$ cat config.mk
export PLATFORM = sky130hd
export DESIGN_NAME = immediate_encoder
export DESIGN_NICKNAME = d
export VERILOG_FILES = /design/src/rtl/isa_pkg.sv /design/src/rtl/imm_fit_check.sv /design/src/rtl/immediate_encoder.sv
export SDC_FILE = /design/constraint.sdc
export NUM_CORES = 1
export LEC_CHECK = 0
export CORE_MARGIN = 4
export CORE_UTILIZATION = 35
export CTS_CLUSTER_SIZE = 12
export DETAILED_ROUTE_END_ITERATION = 10
export PLACE_DENSITY = 0.72
export SLEW_MARGIN = 20
export SYNTH_ARGS = -nofsm -noshare
export SYNTH_HDL_FRONTEND = slang
export SYNTH_SLANG_ARGS = --single-unit
$ cat constraint.sdc
create_clock -name CLK -period 1.8 [get_ports CLK]
set_clock_uncertainty 0.05 [all_clocks]
set_input_delay 0.27 -clock CLK [delete_from_list [all_inputs] [get_ports CLK]]
set_output_delay 0.27 -clock CLK [all_outputs]
set_load 0.02 [all_outputs]
$ cat src/rtl/isa_pkg.sv
// Shared ISA definitions for the accumulator processor.
// Holds the opcode encodings, instruction field geometry and the encoder
// FSM state type, so the encoder and immediate_generator decode identically.
package isa_pkg;

   localparam int unsigned INSTR_W = 16;
   localparam int unsigned OP_MSB  = 15;
   localparam int unsigned OP_LSB  = 12;
   localparam int unsigned IMM_W   = 12;

   localparam logic [3:0] OP_LI  = 4'h1;  // acc = sext(imm[11:0])
   localparam logic [3:0] OP_LUI = 4'h2;  // acc = imm[7:0] << 8
   localparam logic [3:0] OP_ORI = 4'h3;  // acc |= zext(imm[7:0])

   typedef enum logic [1:0] {
      ST_IDLE,
      ST_SINGLE,
      ST_HI,
      ST_LO
   } enc_state_t;

   function automatic logic [INSTR_W-1:0] make_instr(input logic [3:0] op,
                                                     input logic [IMM_W-1:0] imm);
      logic [INSTR_W-1:0] instr;
      instr                 = '0;
      instr[OP_MSB:OP_LSB]  = op;
      instr[IMM_W-1:0]      = imm;
      return instr;
   endfunction

endpackage

$ cat src/rtl/imm_fit_check.sv
// Combinational fit test: a 16-bit constant is "short" when it fits a
// sign-extended 12-bit immediate (-2048..2047), i.e. bits [15:11] agree.
// Ports:
//   value     : constant under test
//   short_fit : 1 when a single LI instruction can load value
module imm_fit_check
   import isa_pkg::*;
(
   input  logic [15:0] value,
   output logic        short_fit
);

   assign short_fit = (value[15:11] == '0) | (value[15:11] == '1);

endmodule

$ cat src/rtl/immediate_encoder.sv
// Sequential immediate encoder: turns each accepted 16-bit constant into the
// shortest LI or LUI+ORI sequence that loads it into the accumulator.
// Ports:
//   CLK, Reset          : clock, synchronous active-high reset
//   in_valid/in_ready   : constant handshake, in_value is the constant
//   out_valid/out_ready : instruction handshake
//   out_instr, out_last : registered instruction and end-of-sequence flag
//   instr_count         : number of output handshakes, wraps mod 2^16
module immediate_encoder
   import isa_pkg::*;
#(
   parameter int unsigned DATA_W = 16
) (
   input  logic              CLK,
   input  logic              Reset,
   input  logic              in_valid,
   input  logic [DATA_W-1:0] in_value,
   output logic              in_ready,
   output logic              out_valid,
   input  logic              out_ready,
   output logic [DATA_W-1:0] out_instr,
   output logic              out_last,
   output logic [DATA_W-1:0] instr_count
);

   enc_state_t        state, state_n;
   logic [DATA_W-1:0] instr_q, instr_n;
   logic              last_q, last_n;
   logic [7:0]        lo_q, lo_n;       // only the low byte is needed after LUI
   logic [DATA_W-1:0] count_q;
   logic              short_fit;
   logic              out_fire;
   logic              accept;

   imm_fit_check u_fit (
      .value     (in_value),
      .short_fit (short_fit)
   );

   assign out_valid   = (state != ST_IDLE);
   assign out_instr   = instr_q;
   assign out_last    = last_q;
   assign instr_count = count_q;

   assign out_fire = out_valid & out_ready;
   // Accepting on the final handshake keeps out_valid continuous between constants.
   assign in_ready = (state == ST_IDLE) | (out_fire & last_q);
   assign accept   = in_valid & in_ready;

   always_comb begin
      state_n = state;
      instr_n = instr_q;
      last_n  = last_q;
      lo_n    = lo_q;
      if (accept) begin
         lo_n = in_value[7:0];
         if (short_fit) begin
            state_n = ST_SINGLE;
            instr_n = make_instr(OP_LI, in_value[11:0]);
            last_n  = 1'b1;
         end else begin
            state_n = ST_HI;
            instr_n = make_instr(OP_LUI, {4'h0, in_value[15:8]});
            last_n  = 1'b0;
         end
      end else if (out_fire) begin
         unique case (state)
            ST_HI: begin
               state_n = ST_LO;
               instr_n = make_instr(OP_ORI, {4'h0, lo_q});
               last_n  = 1'b1;
            end
            default: state_n = ST_IDLE;
         endcase
      end
   end

   always_ff @(posedge CLK) begin
      if (Reset) begin
         state   <= ST_IDLE;
         instr_q <= '0;
         last_q  <= 1'b0;
         lo_q    <= '0;
         count_q <= '0;
      end else begin
         state   <= state_n;
         instr_q <= instr_n;
         last_q  <= last_n;
         lo_q    <= lo_n;
         if (out_fire) count_q <= count_q + 1'b1;
      end
   end

endmodule
==> metrics.md <==
| Metric | Value |
|---|---|
| Setup Fix Bufs, Post-CTS | `0` |
| Sw Ratio | `28.4%` |
| Skew-Pair Late Insertion Delay | `0.29 ns` |
| Final Power | `2.28 mW` |
| CP delay by family, top | `buffers and inverters` |
| Worst reg2reg setup slack | `0.22 ns` |
| Crit start category | `flop` |
| Hold endpoint | `lo_q[2]` |
| FF+latch count, synth | `40` |
| Leakage dissipation | `1.10 nW` |
| Power per cell area | `808 mW/mm2` |
| Max stage delay cell, worst path | `clkdlybuf4s50_1` |
| Worst Reg-to-Reg Cells | `4` |
| Grt ovf | `0` |
| WP data required | `1.48 ns` |
| Async set or reset register ratio after synthesis | `0%` |
| Min-delay worst type | `reg -> reg` |
| Worst Setup End Kind | `output port` |
| Reg2reg start | `state[0]` |
| Worst path bufs/invs | `2` |
| Share of the synthesized area in the top cell type | `41.7%` |
| Clock-pin slew on the worst setup and hold paths | `roughly 0.090 ns` |
| Yosys Warn Count | `0` |
| WHS | `0.404 ns` |
| Worst VDD drop | `0.507 mV` |
| Via count | `1857` |
| Tot GR Track Use | `14.9%` |
| Fin crit share | `between 90 and 100%` |
| Pins Over Slew Limit | `0` |
| Internal power | `1.63 mW` |
| Row cnt | `26` |
| TritonCTS clock tree | `built` |
| Min Tclk post-route | `1.73 ns` |
| Die Height | `82.0 um` |
| DP HPWL | `3.52 mm` |
| WL/cell | `12.7 um` |
| Critical Path, Cell by Cell | `buf_4 > clkdlybuf4s50_1` |
| CTS Buffer Depth | `2` |
| Die ar. | `0.00673 mm2` |
| CTS Buf Count | `5` |
| Final #Nets | `between 300 and 400` |
| NetSw | `649 uW` |
| Placed cells | `about 360` |
| Post-synthesis cell area | `0.00192 mm2` |
| Critical Path AT | `1.41 ns` |
| Core Util, Final | `between 50% and 60%` |
| Ys flop type | `dfxtp_1` |
| Post-synth top area cell | `dfxtp_1` |
| Initial core utilization | `between 30% and 40%` |
| Synthesized area per cell | `around 8.5 um2` |
| Crit-path max FO | `4` |
| Place WS | `-0.235 ns` |
| Via density | `~5.0` |
| Clock share of power | `approximately 34%` |
| Final worst setup slack | `0.0700 ns` |
| Global-route wire length before repair | `7.80 mm` |
| DP Area | `0.00271 mm2` |
| Ratio of cells with drive above 1 in the final layout | `19.9%` |
| Top cells by area, synth | `dfxtp_1 (42%), a21oi_1 (4.7%), nor2_1 (4.7%)` |
| Worst Hold Launch | `lo_q[2]` |
| Flop pwr share | `~43%` |
| Number of global-route vias before repair | `1713` |
| Yosys cell types | `45` |
| Port bufs | `52` |
| Setup tns final | `0 ns` |
| Critical path depth in cells | `2` |
| Core area | `roughly 0.0052 mm2` |
| Sequential share of the synthesized area | `41.7%` |
| Final setup fails | `0` |
| Max cap viols | `0` |
| Mapped Cells | `between 200 and 250` |
| Crit path from | `out_instr[12]` |
| Initial drt markers | `~100` |
| Initial antenna violation count | `0` |
| Cell with the most instances after synthesis | `dfxtp_1` |
| Final Non-Filler Cells | `372` |
| Design Area, Final | `between 0.002 and 0.003 mm2` |
| Post-CTS Hold Buffers | `0` |
| Top cells by count, synth | `dfxtp_1 (40), nor2_1 (24), nand2_1 (23)` |
| Sinks on Clock Net | `40` |
| Worst Setup Path Type | `reg -> out` |
| Post-Route WL | `4.73 mm` |
| Status | `finished, final reports clean` |
| Area Overhead vs Synth | `47.4%` |
| Largest net degree at the start of global routing | `38` |
| Routed Antenna Nets | `0` |
| Hold Path Depth | `2` |
| # DRC | `0` |
| Drt pass-1 iters | `4` |
| CTS Root Cell | `clkbuf_8` |
| Htree depth | `2` |
| Die X | `~80 um` |
| Antenna diode instance count | `0` |
| Hold violation total from the final report | `0` |
| Number of synthesized flops with an enable pin | `0` |
| Num ports | `55` |
| R2r endpoint | `instr_count[11]` |
| RePlAce Congestion | `0.831` |
| FMAX | `578 MHz` |
| Crit-path max cell delay | `slightly below 0.6 ns` |
| Gate power share | `a little under a quarter` |
[worst max path at each step]
| stage | endpoint |
|---|---|
| finish | out_instr[12] |
| global route | out_instr[12] |
| CTS | out_instr[12] |
| detailed placement | instr_count[11] |
| global placement | instr_count[13] |
| floorplan | out_instr[4] |
[layer usage]
metal,global-route usage [%],part of all wire [%],vias up
met3,3.73,4.6,4
li1,-,-,943
met5,0,0,-
met2,26.7,50,44
met1,17.8,45,866
met4,3.49,0.76,0
[tightest hold or removal path, cell delays in order (launching register included)]
cell     delay [ns]
dfxtp_1        0.31
nand2_1        0.05
a21oi_1        0.05
[timing repair]
| item | in CTS | in global routing |
|---|---|---|
| endpoints found under the setup margin | 2 | 6 |
| pin swaps | 0 | 1 |
| hold endpoints to repair | 0 | 0 |
| gates resized for setup | 3 | 3 |
[area by class of cell]
cell class                 count  area, um2
sequential                    40        803
fill                         485       2380
clock inverter                 3       46.3
multi-input combinational    162        992
clock buffer                   5       68.8
timing repair buffer          90        821
inverter                       2       7.51
tap                           70       87.6
[power by group through the flow]
stage / registers [mW] / clock network (mW) / logic (mW)
6_report: 0.984 / 0.767 / 0.532
2_1_floorplan: 1.04 / 0 / 0.246
3_3_place_gp: 1.00 / 0 / 0.537
3_5_place_dp: 1.01 / 0 / 0.543
4_1_cts: 0.985 / 0.782 / 0.539
5_1_grt: 0.993 / 0.827 / 0.581
[sequential cells by signal, indices dropped and copies added (netlist names)]
name         count
lo_q             8
instr_count     16
out_instr       14
state            2
[cell families (layout without fill, tap and decap cells)]
family / Yosys count / in the layout / share of synthesized area, %
other: 1 / 2 / 0.196
adders and majority gates: 1 / 1 / 0.652
buffers and inverters: 24 / 100 / 6.72
DFF: 40 / 40 / 41.7
muxes: 6 / 6 / 3.39
and+or+nand+nor: 96 / 96 / 25.4
AOI/OAI and AO/OA: 48 / 48 / 17.8
xor gates and xnor gates: 9 / 9 / 4.11
[cells in the final DEF (no fill, tap or decap), types with 5 or more instances in the layout]
cell and n:
a311oi_1 5, o21ai_0 5, dfxtp_1 38, nor2_1 24, nand3_1 5, clkdlybuf4s50_1 48
xor2_1 5, nor3_1 10, a21oi_1 18, nand4_1 5, nand2_1 23, buf_4 37
clkbuf_8 5, nor2b_1 5
Note: power is estimated with default switching activity, not from simulation.
